$ cat src/rtl/mem_stage.sv
// mem_stage: memory-access pipeline stage with data-bus request FSM and load alignment.
// Ports:
//   clk, resetn        clock, synchronous active-low reset
//   in_valid/in_ready  handshake with execute; in_op/in_rd/in_alu/in_vt form the bundle
//   dreq/dresp         data-bus request (valid, addr, size, strobe, data) and response
//   wb_*               one-cycle write-back bundle to the register-file stage
package mem_stage_pkg;
    typedef struct packed {
        logic        valid;
        logic [31:0] addr;
        logic [2:0]  size;
        logic [3:0]  strobe;
        logic [31:0] data;
    } dbus_req_t;
    typedef struct packed {
        logic        addr_ok;
        logic        data_ok;
        logic [31:0] data;
    } dbus_resp_t;
endpackage

module mem_stage
    import mem_stage_pkg::*;
(
    input  logic        clk,
    input  logic        resetn,
    input  logic        in_valid,
    output logic        in_ready,
    input  logic [3:0]  in_op,
    input  logic [4:0]  in_rd,
    input  logic [31:0] in_alu,
    input  logic [31:0] in_vt,
    output dbus_req_t   dreq,
    input  dbus_resp_t  dresp,
    output logic        wb_valid,
    output logic        wb_we,
    output logic [4:0]  wb_rd,
    output logic [31:0] wb_data,
    output logic        wb_adel,
    output logic        wb_ades
);
    localparam logic [3:0] OP_LW = 4'd1, OP_LH = 4'd2, OP_LHU = 4'd3, OP_LB = 4'd4, OP_LBU = 4'd5;
    localparam logic [3:0] OP_SW = 4'd6, OP_SH = 4'd7, OP_SB = 4'd8;

    typedef enum logic [1:0] {IDLE, REQ, WAIT, DONE} state_t;

    state_t      state_q;
    dbus_req_t   dreq_q;
    logic [3:0]  op_q;
    logic [1:0]  off_q;
    logic        ld_q;
    logic        wb_valid_q, wb_we_q, wb_adel_q, wb_ades_q;
    logic [4:0]  wb_rd_q;
    logic [31:0] wb_data_q;

    logic        is_ld, is_st, mis;
    logic [2:0]  size;
    logic [3:0]  strobe;
    logic [31:0] sdata, ld_data_d;
    logic [7:0]  ld_b;
    logic [15:0] ld_h;

    assign is_ld = in_op >= OP_LW && in_op <= OP_LBU;
    assign is_st = in_op >= OP_SW && in_op <= OP_SB;

    always_comb begin
        size   = (in_op == OP_LW || in_op == OP_SW) ? 3'd2 :
                 (in_op == OP_LH || in_op == OP_LHU || in_op == OP_SH) ? 3'd1 : 3'd0;
        mis    = (size == 3'd2) ? (in_alu[1:0] != 2'd0) : (size == 3'd1) ? in_alu[0] : 1'b0;
        strobe = in_op == OP_SB ? 4'b0001 << in_alu[1:0] :
                 in_op == OP_SH ? (in_alu[1] ? 4'b1100 : 4'b0011) :
                 in_op == OP_SW ? 4'b1111 : 4'b0000;
        sdata  = in_op == OP_SB ? {4{in_vt[7:0]}} :
                 in_op == OP_SH ? {2{in_vt[15:0]}} :
                 in_op == OP_SW ? in_vt : 32'd0;
        // Load extraction uses the latched op/offset, since the bundle inputs may have moved on.
        ld_b      = 8'(dresp.data >> {off_q, 3'b000});
        ld_h      = off_q[1] ? dresp.data[31:16] : dresp.data[15:0];
        ld_data_d = op_q == OP_LB  ? {{24{ld_b[7]}}, ld_b} :
                    op_q == OP_LBU ? {24'd0, ld_b} :
                    op_q == OP_LH  ? {{16{ld_h[15]}}, ld_h} :
                    op_q == OP_LHU ? {16'd0, ld_h} :
                    op_q == OP_LW  ? dresp.data : 32'd0;
    end

    always_ff @(posedge clk) begin
        if (!resetn) begin
            state_q    <= IDLE;
            dreq_q     <= '0;
            op_q       <= '0;
            off_q      <= '0;
            ld_q       <= 1'b0;
            wb_valid_q <= 1'b0;
            wb_we_q    <= 1'b0;
            wb_adel_q  <= 1'b0;
            wb_ades_q  <= 1'b0;
            wb_rd_q    <= '0;
            wb_data_q  <= '0;
        end else begin
            case (state_q)
                IDLE: if (in_valid) begin
                    op_q    <= in_op;
                    off_q   <= in_alu[1:0];
                    ld_q    <= is_ld;
                    wb_rd_q <= in_rd;
                    if ((is_ld || is_st) && !mis) begin
                        state_q <= REQ;
                        dreq_q  <= {1'b1, in_alu, size, strobe, sdata};
                    end else begin
                        state_q    <= DONE;
                        wb_valid_q <= 1'b1;
                        wb_we_q    <= !(is_ld || is_st) && in_rd != 5'd0;
                        wb_data_q  <= (is_ld || is_st) ? 32'd0 : in_alu;
                        wb_adel_q  <= mis && is_ld;
                        wb_ades_q  <= mis && is_st;
                    end
                end
                REQ: if (dresp.addr_ok) begin
                    dreq_q.valid <= 1'b0;
                    // data_ok without addr_ok is not a completion and is dropped here.
                    if (dresp.data_ok) begin
                        state_q    <= DONE;
                        wb_valid_q <= 1'b1;
                        wb_we_q    <= ld_q && wb_rd_q != 5'd0;
                        wb_data_q  <= ld_data_d;
                    end else begin
                        state_q <= WAIT;
                    end
                end
                WAIT: if (dresp.data_ok) begin
                    state_q    <= DONE;
                    wb_valid_q <= 1'b1;
                    wb_we_q    <= ld_q && wb_rd_q != 5'd0;
                    wb_data_q  <= ld_data_d;
                end
                DONE: begin
                    state_q    <= IDLE;
                    wb_valid_q <= 1'b0;
                    wb_we_q    <= 1'b0;
                    wb_adel_q  <= 1'b0;
                    wb_ades_q  <= 1'b0;
                end
            endcase
        end
    end

    assign in_ready = state_q == IDLE;
    assign dreq     = dreq_q;
    assign wb_valid = wb_valid_q;
    assign wb_we    = wb_we_q;
    assign wb_rd    = wb_rd_q;
    assign wb_data  = wb_data_q;
    assign wb_adel  = wb_adel_q;
    assign wb_ades  = wb_ades_q;
endmodule

$ cat config.mk
export PLATFORM = sky130hd
export DESIGN_NAME = mem_stage
export DESIGN_NICKNAME = d
export VERILOG_FILES = /design/src/rtl/mem_stage.sv
export SDC_FILE = /design/constraint.sdc
export NUM_CORES = 1
export LEC_CHECK = 0
export BUFFER_PORTS_ARGS = -buffer_cell sky130_fd_sc_hd__buf_2
export CELL_PAD_IN_SITES_DETAIL_PLACEMENT = 0
export CELL_PAD_IN_SITES_GLOBAL_PLACEMENT = 1
export CORE_UTILIZATION = 38
export DETAILED_ROUTE_END_ITERATION = 10
export GPL_TIMING_DRIVEN = 0
export PLACE_DENSITY = 0.83
export SETUP_SLACK_MARGIN = 0.2
export SYNTH_ARGS = -nofsm -noshare
export SYNTH_HDL_FRONTEND = slang
export SYNTH_SLANG_ARGS = --single-unit
$ cat constraint.sdc
create_clock -name clk -period 3.3 [get_ports clk]
set_input_delay 0.66 -clock clk [delete_from_list [all_inputs] [get_ports clk]]
set_output_delay 0.66 -clock clk [all_outputs]
set_load 0.01 [all_outputs]
-- Word level (Yosys, flattened, before mapping)
Cells that the tools add are included.
- input port bits: 110
- output and inout port bits: 114
- word-level logic and storage cells: 118
- register bits: 122
- shift-type cells: 2
- order comparisons: 4
- mux-type cells: 49
- reduce and logical (&&, ||, !) cells: 27
- equality and inequality tests: 21
- operator list (operator ; number):
    $mux 32 ; 13
    $mux 72 ; 2
    $pmux 32 s3 ; 1
    $shr 32x5->8 ; 1
    $mux 1 ; 17
    $eq 4x2->1 const B ; 4
    $eq 4x3->1 const B ; 4
    $mux 16 ; 1
    $mux 4 ; 4
    $reduce_and 3->1 ; 4
    $mux 2 ; 5
    $reduce_bool 5->1 ; 2
    $eq 4x1->1 const B ; 2
    $ne 2x2->1 const B ; 4
    $pmux 1 s4 ; 2
    $pmux 2 s4 ; 1
    $reduce_and 4->1 ; 2
    $logic_and 1x1->1 ; 7
    $eq 2x2->1 const B ; 3
    $pmux 1 s2 ; 3
    $reduce_bool 2->1 ; 3
    $eq 2x1->1 const B ; 2
    $eq 4x4->1 const B ; 1
    $ge 4x1->1 const B ; 1
    other kinds (10) ; 14

-- Longest topological paths before layout
Gate-level depths: netlist of the first run.
- depth in word-level cells: 13
- depth in mapped cells: 9
- mapped depth without buffers: 7

-- Worst setup path after synthesis of the first run
Ideal clock, no wire load.
- kind: input to register
- start point: input port in_op[0]
- end point: register wb_data_q[15] (netlist: wb_data[15])
- setup time: 0.119 ns
- path buffers: 3
- data arrival time: 2.241 ns
- setup slack: 0.940 ns
- stages on the path: 8
- data required time: 3.181 ns
- cell sequence: or4b_1 > buf_2 > a31oi_4 > o21ai_2 > and2_1 > buf_6 > buf_6 > o221a_1
- word-level cells in the longest chain between the ends: 12
- elaborated cells between the ends (all ways): 29
- classes of those cells: order compare (4); eq/ne (8); mux (8); reduce/logical (9)
- ends and longest elaborated chain (element ; RTL line ; text):
    from (decl) ; 29 ; input logic [3:0] in_op,
    $eq 4x2->1 ; 68 ; (in_op == OP_LH || in_op == OP_LHU || in_op == OP_SH) ? 3'd1 : 3'd0;
    $logic_or 1x1->1 (2 in a row) ; 68 ;
    $mux 1 ; 68 ;
    $mux 2 ; 67 ; size = (in_op == OP_LW || in_op == OP_SW) ? 3'd2 :
    $eq 2x1->1 ; 69 ; mis = (size == 3'd2) ? (in_alu[1:0] != 2'd0) : (size == 3'd1) ? in_alu[0] : 1'b0;
    $mux 1 (2 in a row) ; 69 ;
    $logic_not 1->1 ; 106 ; if ((is_ld || is_st) && !mis) begin
    $logic_and 1x1->1 ; 106 ;
    $ne 2x2->1 (no source line) ; n/a ;
    $reduce_and 4->1 (no source line) ; n/a ;
    to (signal assigned) ; 113 ; wb_data_q <= (is_ld || is_st) ? 32'd0 : in_alu;
    to (signal assigned) ; 125 ; wb_data_q <= ld_data_d;
    to (signal assigned) ; 134 ; wb_data_q <= ld_data_d;
    to (decl) ; 54 ; logic [31:0] wb_data_q;
Parallel ways exist; a longest one is shown, timed or not. The select of a mux whose other input is x is not followed.
A chain may end at the register's enable or synchronous reset.

-- Worst setup path in the final report of the first run
- start point: register state_q[0]
- end point: register wb_data_q[4] (netlist: wb_data[4])
- word-level cells in the longest chain between the ends: 3
- elaborated cells between the ends (all ways): 9
- classes of those cells: eq/ne (5); mux (1); reduce/logical (3)
- ends and longest elaborated chain (element ; RTL line ; text):
    from (decl) ; 47 ; state_t state_q;
    from (signal assigned) ; 88 ; state_q <= IDLE;
    from (signal assigned) ; 107 ; state_q <= REQ;
    from (signal assigned) ; 110 ; state_q <= DONE;
    $eq 2x1->1 (tied with other cells) ; 100 ; case (state_q)
    $ne 2x2->1 (no source line) / $reduce_bool 3->1 (equally long branches) ; n/a ;
    $reduce_and 4->1 (no source line) ; n/a ;
Parallel ways exist; a longest one is shown, timed or not.

==> results_tabular.tex, run 1 <==
\begin{tabular}{lr}
\hline
Metric & Value \\
\hline
\multicolumn{2}{l}{\textbf{Placement}} \\
Weighted congestion at the end of routability-driven global placement & 0.9105 \\
Detailed placer's ending HPWL & 17.07 mm \\
Number of input and output port buffers inserted & 219 \\
Area of placed instances & 7452 um\^{}2 \\
\multicolumn{2}{l}{\textbf{Critical path}} \\
Maximum fanout count along the critical path & 10 \\
Slack of the worst reg-to-reg path & 0.47 ns \\
Cell chain of the critical path & inv\_1 -> ha\_1 -> inv\_1 -> o21ai\_0 -> nor2\_1 -> clkbuf\_1 -> nand3\_1 -> o221a\_1 \\
Worst r2r src & state\_q[0]\$\_SDFFE\_PN0P\_ \\
Critical-path cell with the highest stage delay & sky130\_fd\_sc\_hd\_\_clkbuf\_1 \\
Kind of capture point of the worst setup path & flip-flop \\
CP Class & flip-flop to flip-flop \\
Most frequent cell on the critical path & sky130\_fd\_sc\_hd\_\_inv\_1 \\
Cell family contributing the most delay on the critical path & buffers and inverters \\
R2R Path End & wb\_data[4]\$\_SDFFE\_PN0P\_ \\
Number of cells on the worst reg-to-reg path & 8 \\
Crit path required time & 3.61 ns \\
Slowest cell delay on critical path & 0.47 ns \\
Signal arrival time at the worst endpoint & 3.14 ns \\
Startpoint types & flip-flop \\
Crit path buf inv count & 3 \\
\multicolumn{2}{l}{\textbf{Global route}} \\
Antenna violations before repair & 0 \\
Total global routing overflow & 0 \\
Pin count of the biggest net entering global routing & 17 \\
Tot GR Track Use & 0.2691 \\
Wire length of the first global-routing pass & 33.40 mm \\
Via count of the first global-routing pass & 6,022 \\
\multicolumn{2}{l}{\textbf{Floorplanning}} \\
Row count & 45 \\
Core footprint & 15,430 um\^{}2 \\
Starting utilization of the core area & 0.3949 \\
DIE WIDTH & 128.6 um \\
I/O pin count & 224 \\
Die Ht & 128.6 um \\
Die area & 16,540 um\^{}2 \\
\multicolumn{2}{l}{\textbf{Synth}} \\
Cells taking the most area after synthesis & sky130\_fd\_sc\_hd\_\_dfxtp\_1, sky130\_fd\_sc\_hd\_\_nand2\_1, sky130\_fd\_sc\_hd\_\_a21oi\_1, sky130\_fd\_sc\_hd\_\_a311oi\_2, sky130\_fd\_sc\_hd\_\_nor2\_1 \\
Commonest cells in the netlist & sky130\_fd\_sc\_hd\_\_nand2\_1, sky130\_fd\_sc\_hd\_\_dfxtp\_1, sky130\_fd\_sc\_hd\_\_a21oi\_1 \\
Net count after synthesis & 854 \\
EDFF count, synth & 0 \\
Seq/Total Area, Yosys & 0.3976 \\
Dominant cell type by area after synthesis & sky130\_fd\_sc\_hd\_\_dfxtp\_1 \\
Yosys reg bits & 121 \\
Yosys synthesis warning count & 0 \\
Distinct cell type count of the synthesized netlist & 58 \\
Most numerous cell in the Yosys netlist & sky130\_fd\_sc\_hd\_\_nand2\_1 \\
Area share of the largest cell type after synthesis & 0.3976 \\
Combined area of all synthesized cells & 6092 um\^{}2 \\
Dominant synthesized flop cell & sky130\_fd\_sc\_hd\_\_dfxtp\_1 \\
Average footprint of a synthesized cell & 8.244 um\^{}2 \\
Synth async-reset ratio & 0 \\
Mapped Cells & 739 \\
\multicolumn{2}{l}{\textbf{Routing}} \\
Remaining design rule violation count & 0 \\
Total vias in the final route & 6,593 \\
Wire length after detailed routing & 22.43 mm \\
Number of DRC violations after detailed-routing iteration 0 & 467 \\
Post-detailed-route via-to-cell ratio & 5.490 \\
Remaining antenna violation count after routing & 0 \\
Wirelength per Cell & 18.68 um \\
Number of search-and-repair iterations in the first detailed-routing pass & 5 \\
\multicolumn{2}{l}{\textbf{Power}} \\
Max IR drop VDD & 479.3 uV \\
Pleak & 0.003438 uW \\
Power per unit of standard cell area & 846.8 nW/um\^{}2 \\
\multicolumn{2}{l}{\textbf{Final layout}} \\
Antenna diodes & 0 \\
Fraction of layout cells with a size suffix above 1 & 0.3232 \\
Number of nets in the layout & 1,092 \\
P\&R area growth vs syn & 32.20\% \\
Finished Cell Area & 8054 um\^{}2 \\
\multicolumn{2}{l}{\textbf{STA}} \\
Crit share post-route & 0.8575 \\
Worst-margin pin slew & 0.8121 ns \\
Post-route setup TNS & 0 ns \\
Number of max-slew violations in the final report & 0 \\
Hold Fails Final Rpt & 0 \\
Max frequency & 353.4 MHz \\
Relative slew margins & 0.4586 \\
Final count of negative-setup-slack endpoints & 0 \\
RSZ-0062 raised after global routing & false \\
Final worst clock skew & 0.006339 ns \\
Post-layout min period & 2.830 ns \\
\multicolumn{2}{l}{\textbf{Clock tree}} \\
Worst-path clk slew & 0.06 ns \\
TritonCTS clock tree & done \\
Buffer levels on the longest clock path & 2 \\
Sink Count & 121 \\
Buffers inserted by post-CTS timing repair & 0 \\
CTS resizes & 0 \\
Num CTS Buffers & 17 \\
Post-CTS Hold Buffers & 0 \\
Number of levels the H-tree was split into & 4 \\
Clock root buffer & sky130\_fd\_sc\_hd\_\_clkbuf\_16 \\
Clock insertion delay at the later pin of the skew report & 0.42 ns \\
\multicolumn{2}{l}{\textbf{Run}} \\
Max Cap Viol & 0 \\
\multicolumn{2}{l}{\textbf{Hold path}} \\
Worst hold path startpoint & dreq[2]\$\_SDFFE\_PN0P\_ \\
Path class of the lowest-slack min-delay path & flip-flop to flip-flop \\
Cell depth of the worst hold path & 2 \\
WHS Endpoint & dreq[2]\$\_SDFFE\_PN0P\_ \\
\multicolumn{2}{l}{\textbf{Status}} \\
Outcome & finished, final reports clean \\
\hline
\end{tabular}
layout make-up:
class | count | area (um^2)
well taps | 211 | 264.0
repair buffers | 219 | 1096
flip-flops and latches | 121 | 2422
clock inverters | 14 | 172.7
multi-input cells | 535 | 3302
fillers | 1577 | 7373
inverters | 16 | 60.06
clock buffers | 18 | 429.2
plain buffers | 67 | 307.8
kinds of logic (layout without fill, tap and decap cells):
family / count (synthesis) / in the layout / share of synthesized area
buffers and inverters: 83 / 334 / 0.06038
adders and majority gates: 5 / 5 / 0.01027
other: 1 / 1 / 0.0006156
AOI/OAI and AO/OA: 226 / 226 / 0.2709
muxes: 20 / 20 / 0.04970
DFF: 121 / 121 / 0.3976
and+or+nand+nor: 283 / 283 / 0.2105
layout by cell type (no fill, tap or decap), types with 9 or more instances in the layout:
cell                          n
sky130_fd_sc_hd__nand2_1    143
sky130_fd_sc_hd__nand3_1     18
sky130_fd_sc_hd__o211ai_1     9
sky130_fd_sc_hd__clkbuf_16   17
sky130_fd_sc_hd__mux2i_1     10
sky130_fd_sc_hd__a221oi_1    11
sky130_fd_sc_hd__and2_1      20
sky130_fd_sc_hd__a211oi_1    10
sky130_fd_sc_hd__clkbuf_1    44
sky130_fd_sc_hd__dfxtp_1    121
sky130_fd_sc_hd__a21oi_1     98
sky130_fd_sc_hd__buf_2      236
sky130_fd_sc_hd__nor2_1      51
sky130_fd_sc_hd__inv_1       15
sky130_fd_sc_hd__nor3_1      18
sky130_fd_sc_hd__o21ai_0     28
sky130_fd_sc_hd__a311oi_2    17
metal layers:
| layer | track usage | vias to the layer above | wire length [um] |
|---|---|---|---|
| met1 | 0.3484 | 3138 | 9711 |
| li1 | - | 3145 | - |
| met5 | 0 | - | 0 |
| met4 | 0.08374 | 0 | 426 |
| met2 | 0.4324 | 281 | 10370 |
| met3 | 0.07734 | 29 | 1928 |
how the worst max path moves through the flow:
| stage | slack, ns | startpoint | to | cells after the start |
|---|---|---|---|---|
| after global routing | 0.28 | state_q[0]$_SDFFE_PN0P_ | wb_data[4]$_SDFFE_PN0P_ | 8 |
| after global placement | 0.39 | in_op[2] | dreq[20]$_SDFFE_PN0P_ | 7 |
| final | 0.47 | state_q[0]$_SDFFE_PN0P_ | wb_data[4]$_SDFFE_PN0P_ | 8 |
| after floorplan | 0.94 | in_op[0] | wb_data[15]$_SDFFE_PN0P_ | 8 |
| after CTS | 0.54 | state_q[0]$_SDFFE_PN0P_ | wb_data[4]$_SDFFE_PN0P_ | 8 |
| after detailed placement | 0.37 | in_op[2] | dreq[20]$_SDFFE_PN0P_ | 7 |
power by group:
part / internal (uW) / total, uW / switching [uW]
Clock: 1190 / 1900 / 712
Sequential: 1790 / 1970 / 182
Combinational: 1100 / 2950 / 1850
worst min-delay path, delay by kind of cell (launching register included):
family | cells | cell delay (ns)
and+or+nand+nor | 1 | 0.05
DFF | 1 | 0.30
AOI/OAI and AO/OA | 1 | 0.05
sequential cells by signal, indices dropped and copies added, names as in the netlist:
name / count
dreq: 71
ld_q: 1
off_q: 2
op_q: 4
state_q: 2
wb_adel: 1
wb_ades: 1
wb_data: 32
wb_rd: 5
wb_valid: 1
wb_we: 1
metrics by stage:
stage	power (uW)	utilization	cells	hold WS [ns]	setup WS, ns
final	6820	0.5221	1201	0.4492	0.4702
after global routing	7176	0.5221	1201	0.4699	0.2780
after CTS	6812	0.5221	1201	0.4521	0.5392
after global placement	4896	0.4830	1169	0.4393	0.3886
after floorplan	3914	-	739	0.4368	0.9402
after detailed placement	4905	0.4830	1169	0.4444	0.3687
No activity file was read; power rests on OpenSTA's default activity.
==> run 2, diff against run 1 <==
BUFFER_PORTS_ARGS = default   (was -buffer_cell sky130_fd_sc_hd__buf_2)
CORE_UTILIZATION = 49   (was 38)
DONT_BUFFER_PORTS = 1   (was default)
==> run 2 against run 1 <==
Compared with the run above: combinational power decreased by 20%; cell count down 22%; wire length is 11% lower; die area down 22%; largest power group unchanged; highest routed layer unchanged.
==> results_tabular.tex, run 2 (synthesized netlist as in run 1, its figures left out) <==
\begin{tabular}{lr}
\hline
Metric & Value \\
\hline
\multicolumn{2}{l}{\textbf{Status}} \\
Outcome & finished, final reports clean (unchanged) \\
\multicolumn{2}{l}{\textbf{STA}} \\
Crit share post-route & 0.8786 (was 0.8575) \\
RSZ-0062 raised after global routing & false (unchanged) \\
Relative slew margins & 0.4424 (was 0.4586) \\
Number of max-slew violations in the final report & 0 (unchanged) \\
Hold Fails Final Rpt & 0 (unchanged) \\
Post-layout min period & 2.899 ns (was 2.830 ns) \\
Final worst clock skew & 0.009861 ns (was 0.006339 ns) \\
Final count of negative-setup-slack endpoints & 0 (unchanged) \\
Worst-margin pin slew & 0.8364 ns (was 0.8121 ns) \\
Max frequency & 344.9 MHz (was 353.4 MHz) \\
Setup slack after layout & 0.4006 ns (was 0.4702 ns) \\
Post-route setup TNS & 0 ns (unchanged) \\
\multicolumn{2}{l}{\textbf{Power}} \\
Switching power as a share of total power & 0.3950 (was 0.4020) \\
Switching component of the power & 2546 uW (was 2741 uW) \\
Clk pwr share & 0.297 (was 0.279) \\
Gate power share & 0.364 (was 0.432) \\
Max IR drop VDD & 366.4 uV (was 479.3 uV) \\
Pleak & 0.002422 uW (was 0.003438 uW) \\
Int Pwr & 3900 uW (was 4079 uW) \\
Power per unit of standard cell area & 932.0 nW/um\^{}2 (was 846.8 nW/um\^{}2) \\
Fraction of power consumed by sequential logic & 0.339 (was 0.289) \\
Final Power & 6446 uW (was 6820 uW) \\
\multicolumn{2}{l}{\textbf{Floorplanning}} \\
Core footprint & 12,060 um\^{}2 (was 15,430 um\^{}2) \\
I/O pin count & 224 (unchanged) \\
Starting utilization of the core area & 0.5051 (was 0.3949) \\
Die Ht & 113.5 um (was 128.6 um) \\
Die area & 12,880 um\^{}2 (was 16,540 um\^{}2) \\
Row count & 40 (was 45) \\
DIE WIDTH & 113.5 um (was 128.6 um) \\
\multicolumn{2}{l}{\textbf{Hold path}} \\
Worst hold path startpoint & in\_alu[4] (was dreq[2]\$\_SDFFE\_PN0P\_) \\
Cell depth of the worst hold path & 2 (unchanged) \\
WHS Endpoint & dreq[43]\$\_SDFFE\_PN0P\_ (was dreq[2]\$\_SDFFE\_PN0P\_) \\
Path class of the lowest-slack min-delay path & input port to flip-flop (was flip-flop to flip-flop) \\
\multicolumn{2}{l}{\textbf{Clock tree}} \\
Buffer levels on the longest clock path & 2 (unchanged) \\
Worst-path clk slew & 0.06 ns (about the same) \\
Sink Count & 121 (unchanged) \\
Buffers inserted by post-CTS timing repair & 0 (unchanged) \\
Post-CTS Hold Buffers & 0 (unchanged) \\
Num CTS Buffers & 17 (unchanged) \\
Clock root buffer & sky130\_fd\_sc\_hd\_\_clkbuf\_16 (unchanged) \\
Number of levels the H-tree was split into & 4 (unchanged) \\
CTS resizes & 0 (unchanged) \\
TritonCTS clock tree & done (unchanged) \\
Clock insertion delay at the later pin of the skew report & 0.43 ns (was 0.42 ns) \\
\multicolumn{2}{l}{\textbf{Critical path}} \\
Signal arrival time at the worst endpoint & 3.20 ns (was 3.14 ns) \\
Kind of capture point of the worst setup path & flip-flop (unchanged) \\
R2R Path End & dreq[13]\$\_SDFFE\_PN0P\_ (was wb\_data[4]\$\_SDFFE\_PN0P\_) \\
Worst r2r src & state\_q[1]\$\_SDFFE\_PN0P\_ (was state\_q[0]\$\_SDFFE\_PN0P\_) \\
Slack of the worst reg-to-reg path & 0.40 ns (was 0.47 ns) \\
Number of cells on the worst reg-to-reg path & 8 (unchanged) \\
Maximum fanout count along the critical path & 10 (unchanged) \\
Startpoint types & flip-flop (unchanged) \\
CP Class & flip-flop to flip-flop (unchanged) \\
Crit path required time & 3.60 ns (was 3.61 ns) \\
\multicolumn{2}{l}{\textbf{Placement}} \\
Detailed placer's ending HPWL & 15.28 mm (was 17.07 mm) \\
Number of input and output port buffers inserted & 0 (was 219) \\
Weighted congestion at the end of routability-driven global placement & 0.9067 (was 0.9105) \\
Worst slack at placement & 0.4284 ns (was 0.3687 ns) \\
\multicolumn{2}{l}{\textbf{Routing}} \\
Total vias in the final route & 5,792 (was 6,593) \\
Number of search-and-repair iterations in the first detailed-routing pass & 7 (was 5) \\
Post-detailed-route via-to-cell ratio & 6.168 (was 5.490) \\
Number of DRC violations after detailed-routing iteration 0 & 402 (was 467) \\
Wirelength per Cell & 21.26 um (was 18.68 um) \\
Remaining antenna violation count after routing & 0 (unchanged) \\
Wire length after detailed routing & 19.97 mm (was 22.43 mm) \\
Remaining design rule violation count & 0 (unchanged) \\
\multicolumn{2}{l}{\textbf{Final layout}} \\
Antenna diodes & 0 (unchanged) \\
Fraction of layout cells with a size suffix above 1 & 0.1310 (was 0.3232) \\
Number of flip-flops under the largest register name & 71 (unchanged) \\
Number of nets in the layout & 873 (was 1,092) \\
P\&R area growth vs syn & 13.53\% (was 32.20\%) \\
Most common library cell in the layout ignoring fill and taps & sky130\_fd\_sc\_hd\_\_nand2\_1 (was sky130\_fd\_sc\_hd\_\_buf\_2) \\
Most frequent cells in the layout & sky130\_fd\_sc\_hd\_\_nand2\_1, sky130\_fd\_sc\_hd\_\_dfxtp\_1, sky130\_fd\_sc\_hd\_\_a21oi\_1 (was sky130\_fd\_sc\_hd\_\_buf\_2, sky130\_fd\_sc\_hd\_\_nand2\_1, sky130\_fd\_sc\_hd\_\_dfxtp\_1) \\
\multicolumn{2}{l}{\textbf{Global route}} \\
Tot GR Track Use & 0.3137 (was 0.2691) \\
Total global routing overflow & 0 (unchanged) \\
Wire length of the first global-routing pass & 30.73 mm (was 33.40 mm) \\
Pin count of the biggest net entering global routing & 17 (unchanged) \\
Antenna violations before repair & 0 (unchanged) \\
Via count of the first global-routing pass & 5,695 (was 6,022) \\
\multicolumn{2}{l}{\textbf{Run}} \\
Max Cap Viol & 0 (unchanged) \\
\hline
\end{tabular}
-- run 2: per-stage QoR --
stage	cell area (um^2)	utilization	cells	hold WS (ns)
after CTS	6917	0.5734	939	0.3616
final	6917	0.5734	939	0.3687
after global routing	6917	0.5734	939	0.3693
after floorplan	6092	-	739	0.4368
after detailed placement	6302	0.5225	907	0.4537
after global placement	6302	0.5225	907	0.4503
-- run 2: critical path, stage by stage (launching register included) --
cell,delay (ns)
sky130_fd_sc_hd__dfxtp_1,0.34
sky130_fd_sc_hd__inv_1,0.13
sky130_fd_sc_hd__ha_1,0.40
sky130_fd_sc_hd__inv_1,0.23
sky130_fd_sc_hd__nor2_1,0.42
sky130_fd_sc_hd__o211ai_2,0.43
sky130_fd_sc_hd__clkbuf_1,0.34
sky130_fd_sc_hd__a222oi_1,0.40
sky130_fd_sc_hd__nor2_1,0.07
-- run 2: worst max path at each step --
stage / start / endpoint / slack (ns)
floorplan: in_op[0] / wb_data[15]$_SDFFE_PN0P_ / 0.94
global placement: in_op[0] / dreq[32]$_SDFFE_PN0P_ / 0.45
detailed placement: state_q[1]$_SDFFE_PN0P_ / dreq[13]$_SDFFE_PN0P_ / 0.43
CTS: state_q[0]$_SDFFE_PN0P_ / dreq[13]$_SDFFE_PN0P_ / 0.42
global route: state_q[1]$_SDFFE_PN0P_ / dreq[15]$_SDFFE_PN0P_ / 0.22
finish: state_q[1]$_SDFFE_PN0P_ / dreq[13]$_SDFFE_PN0P_ / 0.40
-- run 2: layout make-up --
| type | count | area [um^2] |
|---|---|---|
| fillers | 1139 | 5145 |
| multi-input cells | 535 | 3302 |
| flip-flops and latches | 121 | 2422 |
| clock buffers | 21 | 470.5 |
| plain buffers | 67 | 307.8 |
| well taps | 168 | 210.2 |
| clock inverters | 11 | 143.9 |
| inverters | 16 | 60.06 |
-- run 2: layer usage --
layer  up-vias  part of all wire  track usage
met5         -                 0            0
met4         0             0.029       0.1386
met3        46             0.093      0.09671
met2       271              0.49       0.5362
met1      2781              0.39       0.3606
li1       2694                 -            -
-- run 2: power by group through the flow --
stage / Clock (uW) / Combinational (uW) / Sequential, uW
after floorplan: 0 / 1800 / 2110
after global placement: 0 / 2270 / 2200
after detailed placement: 0 / 2310 / 2210
after CTS: 1930 / 2330 / 2180
after global routing: 2010 / 2570 / 2220
final: 1910 / 2350 / 2190
==> run 3, diff against run 2 <==
CTS_BUF_LIST = sky130_fd_sc_hd__clkbuf_16   (was default)
==> run 3 against run 2 <==
Compared with the run above: cell count did not move; combinational power barely moved; count of clock-buffer cells in the layout fell by 4; clock skew barely moved; maximum frequency rose by 0.22%; first-iteration DRC count rose by 0.50%; clock power fell by 4%; total power fell by 1.2%; final area fell by 0.43%; largest power group unchanged; wire length rose by 0.21%; global-route usage did not move; sequential power barely moved.
==> results_tabular.tex, run 3 (synthesized netlist as in run 1, its figures left out) <==
\begin{tabular}{lr}
\hline
Metric & Value \\
\hline
\multicolumn{2}{l}{\textbf{Clock tree}} \\
Clock insertion delay at the later pin of the skew report & 0.43 ns (about the same) \\
TritonCTS clock tree & done (unchanged) \\
Buffers inserted by post-CTS timing repair & 0 (unchanged) \\
CTS resizes & 0 (unchanged) \\
Num CTS Buffers & 17 (unchanged) \\
Number of levels the H-tree was split into & 4 (unchanged) \\
Post-CTS Hold Buffers & 0 (unchanged) \\
Sink Count & 121 (unchanged) \\
Buffer levels on the longest clock path & 2 (unchanged) \\
Clock root buffer & sky130\_fd\_sc\_hd\_\_clkbuf\_16 (unchanged) \\
Worst-path clk slew & 0.06 ns (about the same) \\
\multicolumn{2}{l}{\textbf{STA}} \\
Post-route setup TNS & 0 ns (unchanged) \\
Worst-margin pin slew & 0.8235 ns (was 0.8364 ns) \\
Hold Fails Final Rpt & 0 (unchanged) \\
Final worst clock skew & 0.009696 ns (was 0.009861 ns) \\
Relative slew margins & 0.4510 (was 0.4424) \\
Number of max-slew violations in the final report & 0 (unchanged) \\
RSZ-0062 raised after global routing & false (unchanged) \\
Crit share post-route & 0.8767 (was 0.8786) \\
Post-layout min period & 2.893 ns (was 2.899 ns) \\
Max frequency & 345.6 MHz (was 344.9 MHz) \\
Final count of negative-setup-slack endpoints & 0 (unchanged) \\
\multicolumn{2}{l}{\textbf{Critical path}} \\
Crit path required time & 3.60 ns (about the same) \\
Kind of capture point of the worst setup path & flip-flop (unchanged) \\
R2R Path End & dreq[13]\$\_SDFFE\_PN0P\_ (unchanged) \\
CP Class & flip-flop to flip-flop (unchanged) \\
Start point of the critical path & state\_q[1]\$\_SDFFE\_PN0P\_ (unchanged) \\
Startpoint types & flip-flop (unchanged) \\
Slowest cell delay on critical path & 0.43 ns (about the same) \\
Cell family contributing the most delay on the critical path & compound AO/OA/AOI/OAI gates (unchanged) \\
Number of cells on the worst reg-to-reg path & 8 (unchanged) \\
Slack of the worst reg-to-reg path & 0.41 ns (was 0.40 ns) \\
Critical-path cell with the highest stage delay & sky130\_fd\_sc\_hd\_\_o211ai\_2 (unchanged) \\
Signal arrival time at the worst endpoint & 3.19 ns (was 3.20 ns) \\
Maximum fanout count along the critical path & 10 (unchanged) \\
Crit path buf inv count & 3 (unchanged) \\
Cell chain of the critical path & inv\_1 -> ha\_1 -> inv\_1 -> nor2\_1 -> o211ai\_2 -> clkbuf\_1 -> a222oi\_1 -> nor2\_1 (unchanged) \\
Worst r2r src & state\_q[1]\$\_SDFFE\_PN0P\_ (unchanged) \\
\multicolumn{2}{l}{\textbf{Global route}} \\
Total global routing overflow & 0 (unchanged) \\
Wire length of the first global-routing pass & 30.73 mm (unchanged) \\
Via count of the first global-routing pass & 5,695 (unchanged) \\
Antenna violations before repair & 0 (unchanged) \\
Pin count of the biggest net entering global routing & 17 (unchanged) \\
Tot GR Track Use & 0.3137 (unchanged) \\
\multicolumn{2}{l}{\textbf{Final layout}} \\
Fraction of layout cells with a size suffix above 1 & 0.1271 (was 0.1310) \\
Post-route core utilization & 0.5710 (was 0.5734) \\
Antenna diodes & 0 (unchanged) \\
Most frequent cells in the layout & sky130\_fd\_sc\_hd\_\_nand2\_1, sky130\_fd\_sc\_hd\_\_dfxtp\_1, sky130\_fd\_sc\_hd\_\_a21oi\_1 (unchanged) \\
Number of nets in the layout & 873 (unchanged) \\
Total of fill cells in the finished design & 1,146 (was 1,139) \\
Number of flip-flops under the largest register name & 71 (unchanged) \\
Most common library cell in the layout ignoring fill and taps & sky130\_fd\_sc\_hd\_\_nand2\_1 (unchanged) \\
P\&R area growth vs syn & 13.04\% (was 13.53\%) \\
\multicolumn{2}{l}{\textbf{Power}} \\
Switching power as a share of total power & 0.3994 (was 0.3950) \\
Gate power share & 0.368 (was 0.364) \\
Switching component of the power & 2545 uW (was 2546 uW) \\
Pleak & 0.002409 uW (was 0.002422 uW) \\
Power per unit of standard cell area & 925.2 nW/um\^{}2 (was 932.0 nW/um\^{}2) \\
Int Pwr & 3827 uW (was 3900 uW) \\
Max IR drop VDD & 366.6 uV (was 366.4 uV) \\
Clk pwr share & 0.289 (was 0.297) \\
Fraction of power consumed by sequential logic & 0.343 (was 0.339) \\
Final Power & 6372 uW (was 6446 uW) \\
\multicolumn{2}{l}{\textbf{Hold path}} \\
Worst hold path startpoint & in\_alu[4] (unchanged) \\
Path class of the lowest-slack min-delay path & input port to flip-flop (unchanged) \\
Cell depth of the worst hold path & 2 (unchanged) \\
WHS Endpoint & dreq[43]\$\_SDFFE\_PN0P\_ (unchanged) \\
\multicolumn{2}{l}{\textbf{Floorplanning}} \\
Row count & 40 (unchanged) \\
DIE WIDTH & 113.5 um (unchanged) \\
Die Ht & 113.5 um (unchanged) \\
Core footprint & 12,060 um\^{}2 (unchanged) \\
I/O pin count & 224 (unchanged) \\
Starting utilization of the core area & 0.5051 (unchanged) \\
Die area & 12,880 um\^{}2 (unchanged) \\
\multicolumn{2}{l}{\textbf{Placement}} \\
Detailed placer's ending HPWL & 15.28 mm (unchanged) \\
Weighted congestion at the end of routability-driven global placement & 0.9067 (unchanged) \\
Number of input and output port buffers inserted & 0 (unchanged) \\
\multicolumn{2}{l}{\textbf{Routing}} \\
Number of search-and-repair iterations in the first detailed-routing pass & 5 (was 7) \\
Wire length after detailed routing & 20.01 mm (was 19.97 mm) \\
Remaining antenna violation count after routing & 0 (unchanged) \\
Remaining design rule violation count & 0 (unchanged) \\
Total vias in the final route & 5,806 (was 5,792) \\
Post-detailed-route via-to-cell ratio & 6.183 (was 6.168) \\
Number of DRC violations after detailed-routing iteration 0 & 404 (was 402) \\
Wirelength per Cell & 21.31 um (was 21.26 um) \\
\multicolumn{2}{l}{\textbf{Run}} \\
Max Cap Viol & 0 (unchanged) \\
\multicolumn{2}{l}{\textbf{Status}} \\
Outcome & finished, final reports clean (unchanged) \\
\hline
\end{tabular}
[run 3: routing by layer]
metal | up-vias | part of all wire | GRT usage
met5 | - | 0 | 0
met4 | 0 | 0.029 | 0.1386
met3 | 46 | 0.095 | 0.09671
met2 | 279 | 0.49 | 0.5362
met1 | 2787 | 0.38 | 0.3606
li1 | 2694 | - | -
[run 3: area by class of cell]
| class | instances | area, um^2 | area share |
|---|---|---|---|
| Buffer | 67 | 307.8 | 0.04469 |
| Clock buffer | 17 | 425.4 | 0.06177 |
| Clock inverter | 15 | 158.9 | 0.02307 |
| Inverter | 16 | 60.06 | 0.008721 |
| Multi-Input combinational cell | 535 | 3302 | 0.4795 |
| Sequential cell | 121 | 2422 | 0.3517 |
| Tap cell | 168 | 210.2 | 0.03052 |
[run 3: worst max-delay path by stage]
stage	end	slack, ns	cells after the start
after floorplan	wb_data[15]$_SDFFE_PN0P_	0.94	8
after global placement	dreq[32]$_SDFFE_PN0P_	0.45	8
after detailed placement	dreq[13]$_SDFFE_PN0P_	0.43	8
after CTS	dreq[13]$_SDFFE_PN0P_	0.42	8
after global routing	dreq[15]$_SDFFE_PN0P_	0.22	8
final	dreq[13]$_SDFFE_PN0P_	0.41	8
[run 3: worst reg2reg max path: cells and delay by family, from the launching register on]
| family | cells | cell delay, ns |
|---|---|---|
| simple gates | 2 | 0.49 |
| compound gates | 2 | 0.83 |
| fa+ha+maj | 1 | 0.40 |
| flops | 1 | 0.34 |
| buf+inv | 3 | 0.70 |
[run 3: power by group through the flow]
stage / logic, uW / registers, uW / clock network [uW]
after detailed placement: 2310 / 2210 / 0
final: 2340 / 2180 / 1840
after global placement: 2270 / 2200 / 0
after CTS: 2330 / 2180 / 1850
after floorplan: 1800 / 2110 / 0
after global routing: 2570 / 2220 / 1930
[run 3: per-stage QoR]
stage                     worst slack, ns  instance area, um^2  hold WS, ns  std cells
after CTS                          0.4151                 6887       0.3616        939
after global placement             0.4494                 6302       0.4503        907
final                              0.4068                 6887       0.3692        939
after floorplan                    0.9402                 6092       0.4368        739
after global routing               0.2189                 6887       0.3703        939
after detailed placement           0.4284                 6302       0.4537        907
